<file path="src/rtl/mem_ctrl_pkg.sv">
// Shared types and defaults for the MEM-stage SRAM sequencer.
// Holds the state encoding and the byte-address to SRAM-offset helper.
package mem_ctrl_pkg;

    localparam int          DATA_W          = 32;
    localparam int          SRAM_DW         = 16;
    localparam int          DEF_WAIT_CYCLES = 3;
    localparam int          DEF_SRAM_AW     = 18;
    localparam logic [31:0] DEF_BASE_ADDR   = 32'd1024;

    typedef enum logic [1:0] {
        IDLE = 2'd0,
        LO   = 2'd1,
        HI   = 2'd2,
        DONE = 2'd3
    } mem_state_e;

    // Byte offset into the SRAM window; wraps modulo 2^32.
    function automatic logic [31:0] addr_offset(
        input logic [31:0] addr,
        input logic [31:0] base
    );
        return addr - base;
    endfunction

endpackage

</file>
<file path="src/rtl/sram_wait_counter.sv">
// Per-phase wait counter: load starts a phase of WAIT_CYCLES clocks,
// tc is high during the last clock of the phase.
module sram_wait_counter #(
    parameter int WAIT_CYCLES = 3
) (
    input  logic clk,
    input  logic rst_n,
    input  logic load,
    output logic tc
);

    localparam int CW = (WAIT_CYCLES > 1) ? $clog2(WAIT_CYCLES) : 1;

    logic [CW-1:0] cnt_q;

    // Reload at the start of each phase, then count down and park at zero.
    always_ff @(posedge clk or negedge rst_n) begin
        if (!rst_n) begin
            cnt_q <= '0;
        end else if (load) begin
            cnt_q <= CW'(WAIT_CYCLES - 1);
        end else if (cnt_q != '0) begin
            cnt_q <= cnt_q - CW'(1);
        end
    end

    assign tc = (cnt_q == '0);

endmodule

</file>
<file path="src/rtl/mem_sram_controller.sv">
// MEM-stage sequencer: splits 32-bit loads/stores into low then high
// 16-bit SRAM phases and holds ready low until the access completes.
module mem_sram_controller
    import mem_ctrl_pkg::*;
#(
    parameter int          WAIT_CYCLES = DEF_WAIT_CYCLES,
    parameter logic [31:0] BASE_ADDR   = DEF_BASE_ADDR,
    parameter int          SRAM_AW     = DEF_SRAM_AW
) (
    input  logic               clk,
    input  logic               rst_n,
    input  logic               mem_read,
    input  logic               mem_write,
    input  logic [31:0]        address,
    input  logic [31:0]        write_data,
    output logic [31:0]        read_data,
    output logic               ready,
    output logic [SRAM_AW-1:0] sram_addr,
    output logic [15:0]        sram_dq_out,
    output logic               sram_dq_oe,
    input  logic [15:0]        sram_dq_in,
    output logic               sram_we_n
);

    localparam int WW = SRAM_AW - 1;

    mem_state_e    state_q;
    mem_state_e    state_d;
    logic          accept;
    logic          cnt_load;
    logic          cnt_tc;
    logic          phase;
    logic          op_wr_q;
    logic [WW-1:0] word_q;
    logic [15:0]   wdata_hi_q;
    logic [31:0]   offset;
    logic [WW-1:0] word_in;
    logic          unused_offset;

    assign offset        = addr_offset(address, BASE_ADDR);
    assign word_in       = offset[SRAM_AW:2];
    assign unused_offset = ^{offset[31:SRAM_AW+1], offset[1:0]};

    sram_wait_counter #(
        .WAIT_CYCLES(WAIT_CYCLES)
    ) u_wait (
        .clk  (clk),
        .rst_n(rst_n),
        .load (cnt_load),
        .tc   (cnt_tc)
    );

    // State register.
    always_ff @(posedge clk or negedge rst_n) begin
        if (!rst_n) begin
            state_q <= IDLE;
        end else begin
            state_q <= state_d;
        end
    end

    // Next state plus phase-start strobes for the counter and latches.
    always_comb begin
        state_d  = state_q;
        accept   = 1'b0;
        cnt_load = 1'b0;
        unique case (state_q)
            IDLE: begin
                if (mem_write | mem_read) begin
                    accept   = 1'b1;
                    cnt_load = 1'b1;
                    state_d  = LO;
                end
            end
            LO: begin
                if (cnt_tc) begin
                    cnt_load = 1'b1;
                    state_d  = HI;
                end
            end
            HI: begin
                if (cnt_tc) begin
                    state_d = DONE;
                end
            end
            DONE: begin
                state_d = IDLE;
            end
        endcase
    end

    // Latch the request, steer the SRAM bus and capture read halves.
    always_ff @(posedge clk or negedge rst_n) begin
        if (!rst_n) begin
            op_wr_q     <= 1'b0;
            word_q      <= '0;
            wdata_hi_q  <= '0;
            sram_addr   <= '0;
            sram_dq_out <= '0;
            read_data   <= '0;
        end else begin
            if (accept) begin
                op_wr_q   <= mem_write;
                word_q    <= word_in;
                sram_addr <= {word_in, 1'b0};
                if (mem_write) begin
                    wdata_hi_q  <= write_data[31:16];
                    sram_dq_out <= write_data[15:0];
                end
            end
            if ((state_q == LO) && cnt_tc) begin
                sram_addr <= {word_q, 1'b1};
                if (op_wr_q) begin
                    sram_dq_out <= wdata_hi_q;
                end else begin
                    read_data[15:0] <= sram_dq_in;
                end
            end
            if ((state_q == HI) && cnt_tc && !op_wr_q) begin
                read_data[31:16] <= sram_dq_in;
            end
        end
    end

    assign phase      = (state_q == LO) | (state_q == HI);
    assign sram_dq_oe = op_wr_q & phase;
    assign sram_we_n  = ~(op_wr_q & phase);
    assign ready      = ((state_q == IDLE) & ~mem_read & ~mem_write)
                      | (state_q == DONE);

endmodule
</file>
<file path="config.mk">
export PLATFORM = sky130hd
export DESIGN_NAME = mem_sram_controller
export DESIGN_NICKNAME = d
export VERILOG_FILES = /design/src/rtl/mem_ctrl_pkg.sv /design/src/rtl/sram_wait_counter.sv /design/src/rtl/mem_sram_controller.sv
export SDC_FILE = /design/constraint.sdc
export NUM_CORES = 1
export LEC_CHECK = 0
export CAP_MARGIN = 20
export CORE_AREA = 2 2 91 115
export CTS_CLUSTER_DIAMETER = 80
export DETAILED_ROUTE_END_ITERATION = 12
export DIE_AREA = 0 0 93 117
export PLACE_DENSITY_LB_ADDON = 0.08
export SYNTH_ARGS = -nofsm -noshare
export SYNTH_HDL_FRONTEND = slang
export SYNTH_SLANG_ARGS = --single-unit
</file>
<file path="constraint.sdc">
create_clock -name clk -period 2.7 [get_ports clk]
set_input_delay 0.54 -clock clk [delete_from_list [all_inputs] [get_ports clk]]
set_output_delay 0.54 -clock clk [all_outputs]
set_load 0.02 [all_outputs]
</file>
==> out/summary.txt, run 1 <==
Largest net degree at the start of global routing: 56
Status: finished, final reports clean
CP startpoint kind: input port
Worst Path Required: 2.16 ns
Syn Inst Count: 372
Part of the cycle the worst path needs: 0.9170
TritonCTS clock tree: yes
CP max FO: 4
Max stage delay on crit path: 0.62 ns
CTS resizes: 0
# DRC: 0
Power per cell area: 1237 nW/um2
Iter 0 DRT Violations: 130
Clk_skew: 0.007551 ns
Initial Util: 0.4417
Total clock buffers created by CTS: 9
Clock sink count: 104
DRT Pass-1 Iters: 4
Yosys warns: 0
ANT nets after route: 0
Initial antenna violation count: 0
Synth Area per Inst: 11.69 um2
Share of layout cells above drive strength 1: 0.1622
Maxcap violations: 0
Total die area: 10,880 um2
Highest clock rate: 403.9 MHz
Core Box Area: 9849 um2
Layout overhead on the synthesized area: 43.74%
Most common cell after layout, fill and taps aside: clkdlybuf4s50_1
DRT Wirelength: 9181 um
CP dominant cell by count: clkdlybuf4s50_1
Worst skew pair latency: 0.34 ns
Tmin final: 2.476 ns
Commonest cells after routing, fill and taps aside: clkdlybuf4s50_1, dfrtp_1, nand2_1
DP HPWL: 6549 um
Hold buffer count at CTS: 0
Critical path's top delay family: buffers and inverters
Worst setup EP type: output pin
Post-CTS Setup Bufs: 0
Sum Neg Setup Slack: 0 ns
Gpl congestion: 0.7736
Final Hold Fails: 0
Sequential area share after synthesis: 0.5982
Nets: 604
Mapped Nets: 463
I/O pin cnt: 153
Synthesized cell area: 4350 um2
Final setup violation count: 0
Slowest cell on crit path: clkdlybuf4s50_1
H-tree levels: 3
Clock transition at path regs: 0.07 ns
Critical Setup Path Class: in2out
# diodes: 0
Vias in the first global route: 3,156
Longest Clk Path Bufs: 2
Tot Pwr: 0.007737 W
Leakage: 2.791 nW
Worst hold-check path type: in2async
DR WL/cell: 14.19 um
Max Slew Vio Count: 0
WP buf/inv: 2
DR vias/cell: 4.946
Netlist cell types: 31
Gr ovfl total: 0
Root buffer cell: clkbuf_16
Hold Worst Slack: 0.2481 ns
CP Cell Sequence: clkdlybuf4s50_1 > nor2_1 > nand2_1 > nand2b_1 > clkdlybuf4s50_1
Die X: 93 um
Synth Register Bits: 104
Unrepaired setup endpoints after global routing: false
Worst Tran Pin Value: 0.7147 ns
Total GRT Usage: 0.1721
Worst vdd ir: 0.0005665 V
Arrival time worst endpoint: 1.94 ns
First-pass GRT wire length: 14,730 um
Rel. slew slack: 0.5224
Die Y-Extent: 117 um
Floorplan row count: 41
Via count: 3,200
IO buf count: 137
cell usage after synthesis:
cell type / count / area (um2)
nor3b_2: 1 / 12.51
nand2b_1: 2 / 12.51
clkbuf_1: 10 / 37.54
buf_2: 7 / 35.03
mux2_2: 50 / 563.0
buf_4: 1 / 7.510
and3_1: 2 / 12.51
buf_1: 2 / 7.510
o21ai_1: 6 / 30.03
or4_4: 1 / 11.26
a31oi_1: 8 / 50.05
a21o_1: 3 / 22.52
ha_1: 7 / 87.58
o21ai_0: 26 / 130.1
nor4_2: 2 / 25.02
a21oi_1: 4 / 20.02
o31ai_1: 2 / 15.01
a22oi_1: 2 / 15.01
xnor2_1: 3 / 26.28
dfrtp_1: 104 / 2603
o21a_1: 2 / 15.01
or4_1: 1 / 7.510
and2_1: 1 / 6.260
inv_1: 8 / 30.03
nand2_1: 66 / 247.7
xor2_1: 2 / 17.52
mux2i_1: 17 / 170.2
nor2_1: 26 / 97.59
nor3b_1: 1 / 7.510
nand3b_1: 1 / 7.510
nor3_1: 4 / 20.02
power breakdown:
| part | switching (W) | internal (W) |
|---|---|---|
| combinational | 0.00169 | 0.00179 |
| sequential | 0.000418 | 0.00237 |
| clock | 0.000541 | 0.000931 |
per-stage QoR:
stage | instance area [um2] | std cells | utilization | setup slack, ns
after floorplan | 4350 | 372 | - | 0.8953
after global placement | 5907 | 631 | 0.5997 | 0.2350
after detailed placement | 5907 | 631 | 0.5997 | 0.2056
after CTS | 6254 | 647 | 0.6349 | 0.1902
after global routing | 6254 | 647 | 0.6349 | 0.1329
final | 6254 | 647 | 0.6349 | 0.2240
kinds of logic after synthesis:
| kind of cell | synth area share |
|---|---|
| AO/OA/AOI/OAI | 0.06845 |
| AND/OR/NAND/NOR | 0.1076 |
| flip-flops | 0.5982 |
| XOR/XNOR | 0.01007 |
| multiplexers | 0.1685 |
| buffers and inverters | 0.02704 |
| adder cells (fa/ha/maj) | 0.02013 |
registers in the layout, summed over array words and instances, names as in the netlist:
name          flops
read_data        32
sram_addr        18
word_q           17
sram_dq_out      16
wdata_hi_q       16
state_q           2
u_wait.cnt_q      2
op_wr_q           1
final cells by class:
cell class | instances | area [um2]
clock buffer | 11 | 242.7
clock inverter | 5 | 103.9
fill | 823 | 3596
inverter | 8 | 30.03
multi-input combinational | 240 | 1634
sequential | 104 | 2603
tap | 129 | 161.4
timing repair buffer | 150 | 1479
routing by layer:
| metal | global-route usage | share of wire | vias to the layer above |
|---|---|---|---|
| met5 | 0 | 0 | - |
| met4 | 0.07353 | 0.016 | 0 |
| met3 | 0.04353 | 0.066 | 10 |
| met2 | 0.2836 | 0.48 | 97 |
| met1 | 0.2177 | 0.44 | 1544 |
| li1 | - | - | 1549 |
final timing paths:
| kind | slack, ns | cells after the start | to | from |
|---|---|---|---|---|
| setup / recovery | 0.22 | 5 | ready | mem_write |
| hold / removal | 0.25 | 1 | word_q[3]$_DFFE_PN0P_ | rst_n |
| setup reg to reg | 0.82 | 6 | sram_addr[11]$_DFFE_PN0P_ | state_q[0]$_DFFE_PN0P_ |
| hold reg to reg | 0.48 | 2 | word_q[1]$_DFFE_PN0P_ | word_q[1]$_DFFE_PN0P_ |
| max in group asynchronous | 1.80 | 2 | sram_dq_out[12]$_DFF_PN0_ | rst_n |
| min in group clk | 0.48 | 2 | word_q[1]$_DFFE_PN0P_ | word_q[1]$_DFFE_PN0P_ |
(Power assumes the default switching activity.)
==> inputs of run 2 (changes only) <==
--- a/config.mk
+++ b/config.mk
@@ -6,10 +6,12 @@
 export NUM_CORES = 1
 export LEC_CHECK = 0
 export CAP_MARGIN = 20
-export CORE_AREA = 2 2 91 115
+export CELL_PAD_IN_SITES_DETAIL_PLACEMENT = 1
+export CELL_PAD_IN_SITES_GLOBAL_PLACEMENT = 1
+export CORE_AREA = 2 2 100 127
 export CTS_CLUSTER_DIAMETER = 80
 export DETAILED_ROUTE_END_ITERATION = 12
-export DIE_AREA = 0 0 93 117
+export DIE_AREA = 0 0 102 129
 export PLACE_DENSITY_LB_ADDON = 0.08
 export SYNTH_ARGS = -nofsm -noshare
 export SYNTH_HDL_FRONTEND = slang
==> run 2 against run 1 <==
Net effect:
- critical path depth stayed put
- non-clock buffer count decreased by 2
- largest cell class unchanged
- global-route usage up 0.054 points
- setup slack worse by 0.011 ns
- sequential power barely moved
- sequential share of layout area fell by 0.25 points
- critical endpoint unchanged
- cell count is 4.9% higher
- maximum frequency down 0.44%
- cell area increased by 0.60%
- clock power barely moved
==> out/summary.txt, run 2 (synthesis gave the netlist of run 1 again) <==
CP startpoint kind: flip-flop (was input port)
Worst Tran Pin Value: 0.7352 ns (was 0.7147 ns)
Clock sink count: 104 (unchanged)
Total die area: 13,160 um2 (was 10,880 um2)
Critical Setup Path Class: reg2out (was in2out)
Max FFs per register: 32 (unchanged)
Unrepaired setup endpoints after global routing: false (unchanged)
Part of the cycle the worst path needs: 0.9211 (was 0.9170)
Clk_skew: 0.009575 ns (was 0.007551 ns)
DRT Pass-1 Iters: 4 (unchanged)
Slowest cell on crit path: clkdlybuf4s50_1 (unchanged)
DR vias/cell: 4.795 (was 4.946)
ANT nets after route: 0 (unchanged)
Final Hold Fails: 0 (unchanged)
First-pass GRT wire length: 17,530 um (was 14,730 um)
P_int: 0.005074 W (was 0.005084 W)
CTS resizes: 0 (unchanged)
Tot Pwr: 0.007806 W (was 0.007737 W)
Die X: 102 um (was 93 um)
Hold buffer count at CTS: 0 (unchanged)
Root buffer cell: clkbuf_16 (unchanged)
Worst hold-check path type: in2async (unchanged)
Crit path capture: ready (unchanged)
Gr ovfl total: 0 (unchanged)
Biggest regs: read_data: 32 flops, sram_addr: 18 flops, word_q: 17 flops (unchanged)
Clock power share: 0.190 (about the same)
Non-Filler Instances: 679 (was 647)
Total clock buffers created by CTS: 9 (unchanged)
Arrival time worst endpoint: 1.95 ns (was 1.94 ns)
Max Slew Vio Count: 0 (unchanged)
R2r endpoint: sram_addr[13]$_DFFE_PN0P_ (was sram_addr[11]$_DFFE_PN0P_)
Leakage: 2.788 nW (was 2.791 nW)
CP max FO: 4 (unchanged)
Maxcap violations: 0 (unchanged)
IO buf count: 137 (unchanged)
Worst Path Required: 2.16 ns (about the same)
# DRC: 0 (unchanged)
Tmin final: 2.487 ns (was 2.476 ns)
Worst setup EP type: output pin (unchanged)
Core Box Area: 11,940 um2 (was 9849 um2)
Initial antenna violation count: 0 (unchanged)
Rel. slew slack: 0.5087 (was 0.5224)
Longest Clk Path Bufs: 2 (unchanged)
Largest Register: read_data (unchanged)
Status: finished, final reports clean (unchanged)
Vias in the first global route: 3,571 (was 3,156)
Final setup violation count: 0 (unchanged)
Worst vdd ir: 0.0005193 V (was 0.0005665 V)
Layout overhead on the synthesized area: 44.61% (was 43.74%)
DRT Wirelength: 10,900 um (was 9181 um)
P_sw: 0.002732 W (was 0.002653 W)
Nets: 602 (was 604)
Most common cell after layout, fill and taps aside: clkdlybuf4s50_1 (unchanged)
Reg2reg start: state_q[1]$_DFFE_PN0P_ (was state_q[0]$_DFFE_PN0P_)
Floorplan row count: 45 (was 41)
CP Cell Sequence: inv_1 > ha_1 > nand2_1 > nand2b_1 > clkdlybuf4s50_1 (was clkdlybuf4s50_1 > nor2_1 > nand2_1 > nand2b_1 > clkdlybuf4s50_1)
Total GRT Usage: 0.1726 (was 0.1721)
Via count: 3,256 (was 3,200)
TritonCTS clock tree: yes (unchanged)
Post-CTS Setup Bufs: 0 (unchanged)
Largest net degree at the start of global routing: 44 (was 56)
Worst skew pair latency: 0.34 ns (about the same)
H-tree levels: 3 (unchanged)
Reg2Reg Setup Slack: 0.71 ns (was 0.82 ns)
Gpl congestion: 0.7703 (was 0.7736)
Max stage delay on crit path: 0.63 ns (was 0.62 ns)
Commonest cells after routing, fill and taps aside: clkdlybuf4s50_1, dfrtp_1, nand2_1 (unchanged)
Power per cell area: 1241 nW/um2 (was 1237 nW/um2)
DR WL/cell: 16.06 um (was 14.19 um)
Die Y-Extent: 129 um (was 117 um)
Worst Setup SP: state_q[0]$_DFFE_PN0P_ (was mem_write)
Highest clock rate: 402.1 MHz (was 403.9 MHz)
Seq pwr share: 0.357 (was 0.360)
Placed cell count: 664 (was 631)
Share of layout cells above drive strength 1: 0.1592 (was 0.1622)
Comb pwr share: 0.454 (was 0.450)
Sum Neg Setup Slack: 0 ns (unchanged)
I/O pin cnt: 153 (unchanged)
Iter 0 DRT Violations: 71 (was 130)
Cells on worst reg2reg path: 6 (unchanged)
Clock transition at path regs: 0.07 ns (about the same)
Initial Util: 0.3645 (was 0.4417)
Sw Share: 0.3500 (was 0.3429)
DP HPWL: 7666 um (was 6549 um)
# diodes: 0 (unchanged)
-- run 2: worst min-delay path by stage --
stage                               from                  endpoint
5_1_grt                            rst_n     word_q[1]$_DFFE_PN0P_
6_report                           rst_n     word_q[1]$_DFFE_PN0P_
2_1_floorplan                      rst_n       op_wr_q$_DFFE_PN0P_
3_5_place_dp   wdata_hi_q[4]$_DFFE_PN0P_  sram_dq_out[4]$_DFF_PN0_
3_3_place_gp   wdata_hi_q[7]$_DFFE_PN0P_  sram_dq_out[7]$_DFF_PN0_
4_1_cts                            rst_n     word_q[1]$_DFFE_PN0P_
-- run 2: power by group through the flow --
stage / logic, W / registers [W] / clock network (W)
floorplan: 0.00135 / 0.00336 / 0
global placement: 0.00347 / 0.00276 / 0
detailed placement: 0.00357 / 0.00282 / 0
CTS: 0.00361 / 0.00280 / 0.00153
global route: 0.00386 / 0.00289 / 0.00160
finish: 0.00354 / 0.00278 / 0.00148
-- run 2: final cells by class --
type	instances	area, um2
clock inverter	5	103.9
inverter	8	30.03
multi-input combinational	240	1634
clock buffer	10	239.0
tap	164	205.2
sequential	104	2603
fill	1276	5645
timing repair buffer	148	1476
-- run 2: worst max-delay path, delay by kind of cell, from the launching register on --
family | cells | cell delay [ns]
buffers and inverters | 2 | 0.77
and+or+nand+nor | 2 | 0.19
adders and majority gates | 1 | 0.26
DFF | 1 | 0.40
-- run 2: metal layers --
layer	global-route usage	vias to the layer above	part of all wire
met5	0	-	0
met4	0.05569	0	0.018
met3	0.04617	12	0.056
met2	0.3073	89	0.53
met1	0.2003	1618	0.40
li1	-	1537	-
-- run 2: through the flow --
step	hold slack [ns]	setup WS, ns	cell area (um2)	utilization
after global placement	0.4529	0.2386	5948	0.4983
final	0.1507	0.2131	6291	0.5270
after detailed placement	0.4651	0.2311	5948	0.4983
after CTS	0.1597	0.1868	6291	0.5270
after floorplan	0.2444	0.8953	4350	-
after global routing	0.1749	0.07651	6291	0.5270
==> RTL edit 1, RTL diff (settings of run 2) <==
Set the package constant `DEF_WAIT_CYCLES` to 5 (it was 3).
--- a/src/rtl/mem_ctrl_pkg.sv
+++ b/src/rtl/mem_ctrl_pkg.sv
@@ -4,7 +4,7 @@
 
     localparam int          DATA_W          = 32;
     localparam int          SRAM_DW         = 16;
-    localparam int          DEF_WAIT_CYCLES = 3;
+    localparam int          DEF_WAIT_CYCLES = 5;
     localparam int          DEF_SRAM_AW     = 18;
     localparam logic [31:0] DEF_BASE_ADDR   = 32'd1024;
 
Behaviour: not the same (Yosys sat finds a counterexample within 10 cycles, from zero or initial values and one cycle with rst_n low).
==> RTL edit 1 against run 2 <==
  * Combinational power down 2%
  * Design area grew 1.0%
  * Synthesized area increased by 1.7%
  * Largest power group unchanged
  * Largest cell class unchanged
  * Sequential cell count up 1
  * Die area is the same
  * Non-clock buffer count unchanged
  * Clock skew shrank 0.0055 ns
  * Critical path depth is 1 lower
  * Power is 1.4% lower
  * Routed wire length shrank 1.3%
  * Worst setup slack gained 0.051 ns
==> RTL edit 1: results <==
[status]
outcome = "finished clean"

[drt]
detailroute.wirelength.met2_mm = 5.60
routedLengthMet1_mm = 4.39
wl_met3_um = 612
via_count = 3365
detail_route.wl_per_cell_um = 15.6

[synthesis]
synth_adder_area_share = 0.0198
netlist_instances = 381
post_synth_most_frequent_cells = "dfrtp_1, nor2_1, mux2_2, nand2_1, a21oi_1"
synthDistinctLibCells = 33
synth-xor-area-share = 0.00396
seq_area_frac_synth = 0.594
synth_fp_nets = 472

[power_and_ir_drop]
pwr-share-clk = 0.185
leakagePower_uw = 0.00288
power_switching_uw = 2700
cell_internal_power_dissipation_uw = 4990

[sta]
holdWs_ns = 0.252
tightest_slew_ns = 0.701

[grt]
groute.usage.overall = 0.172
met3_usage = 0.0483
via_count_of_the_first_global_routing_pass = 3602
global_route.usage.met1 = 0.208

[layout]
finish.cell_count_without_fillers = 692
final_layout_size_suffix_gt1_frac = 0.161

[placed_design]
numPlacedInstances = 677
-- RTL edit 1: cell types whose count changed after synthesis, moves of 5 or more --
cell,before,now
nand2_1,66,50
o21ai_0,26,15
nor2_1,26,51
o21ai_1,6,1
a21oi_1,4,23
-- RTL edit 1: how the worst max path moves through the flow --
stage,to,slack [ns],cells past startpoint,from
finish,ready,0.26,4,mem_write
global route,ready,0.17,4,state_q[0]
CTS,ready,0.25,4,state_q[1]
detailed placement,ready,0.26,4,mem_write
global placement,ready,0.25,4,mem_write
floorplan,read_data[10],0.99,7,u_wait.cnt_q[0]
-- RTL edit 1: area by class of cell --
type / count / area (µm²)
Sequential cell: 105 / 2630
Multi-Input combinational cell: 252 / 1690
Timing Repair Buffer: 148 / 1480
Inverter: 8 / 30.0
Tap cell: 164 / 205
Clock inverter: 4 / 76.3
Clock buffer: 11 / 253
Fill cell: 1291 / 5580
==> RTL edit 2, RTL diff (config.mk and constraints of run 2) <==
Made on the original files. Encoding of `mem_state_e`: now one-hot (4 bits for 4 states).
--- a/src/rtl/mem_ctrl_pkg.sv
+++ b/src/rtl/mem_ctrl_pkg.sv
@@ -8,11 +8,11 @@
     localparam int          DEF_SRAM_AW     = 18;
     localparam logic [31:0] DEF_BASE_ADDR   = 32'd1024;
 
-    typedef enum logic [1:0] {
-        IDLE = 2'd0,
-        LO   = 2'd1,
-        HI   = 2'd2,
-        DONE = 2'd3
+    typedef enum logic [3:0] {
+        IDLE = 4'b0001,
+        LO   = 4'b0010,
+        HI   = 4'b0100,
+        DONE = 4'b1000
     } mem_state_e;
 
     // Byte offset into the SRAM window; wraps modulo 2^32.
Function: no difference found for any inputs over 10 cycles, from zero or initial values and one cycle with rst_n low; not proved beyond that.
==> RTL edit 2 against run 2 <==
  * Sequential cell count grew 2
  * Routed wire length decreased by 4.4%
  * Count of clock-buffer cells in the layout unchanged
  * Combinational power is 26% lower
  * Sequential power down 14%
  * Core utilization is 0.56 points higher
  * Synthesized area grew 1.1%
  * Worst setup slack worse by 0.055 ns
  * Critical path depth is 1 higher
  * Maximum frequency decreased by 2.2%
  * Design area up 1.1%
  * Power shrank 17%
  * Final cell count is 5.3% lower
  * Largest cell class unchanged
  * Largest power group unchanged
==> RTL edit 2: results <==
[status]
outcome = "finished clean"

[power_and_ir_drop]
leakagePower_uw = 0.00296
power.combinational.fraction = 0.403

[sta]
tightest_slew_ns = 0.501

[layout]
multiInputCombCellCount = 198
finalInstanceArea_mm2 = 0.00636
finish.net_count = 561
ff_latch_area_mm2 = 0.00265
clkCellAreaFrac = 0.0537
final_layout_size_suffix_gt1_frac = 0.188
num-nonclk-buffers = 152

[drt]
drt_iter0_markers = 73
detailroute.wirelength.met2_mm = 5.39
detail_route.wl_per_cell_um = 16.2
wl_met3_um = 525
route.final.wire_length_mm = 10.4

[grt]
grt_pass1_wl_mm = 16.9
via_count_of_the_first_global_routing_pass = 3383

[placed_design]
hpwl_dp_mm = 7.28
final_estimated_routing_congestion_in_global_placement = 0.747
post_dp_cell_area_mm2 = 0.00602
numPlacedInstances = 628

[synthesis]
synthDistinctLibCells = 37

[worst_setup_path]
critPathMaxStageDelay_ns = 0.42
arrival_ns = 2.00
critPathMaxFanout = 2
RTL edit 2: cells by family (layout without fill, tap and decap cells):
kind of cell / count (synthesis) / after routing / share of synthesized area
xor+xnor: 6 / 6 / 0.0119
flops: 106 / 106 / 0.603
mux: 66 / 66 / 0.164
compound gates: 65 / 65 / 0.107
fa+ha+maj: 2 / 2 / 0.00569
buf+inv: 26 / 175 / 0.0290
simple gates: 59 / 59 / 0.0785
RTL edit 2: final timing paths:
check | startpoint | to | slack [ns]
min reg2reg | wdata_hi_q[13] | sram_dq_out[13] | 0.47
min | rst_n | read_data[15] | 0.1
min in group clk | wdata_hi_q[13] | sram_dq_out[13] | 0.47
max | mem_read | ready | 0.16
max reg2reg | u_wait.cnt_q[0] | read_data[9] | 0.71
max in group asynchronous | rst_n | wdata_hi_q[13] | 1.80
RTL edit 2: per-layer routing:
metal	track usage	vias to the layer above
met5	0	-
met4	0.0651	0
met3	0.0369	11
met2	0.281	85
met1	0.200	1616
li1	-	1471
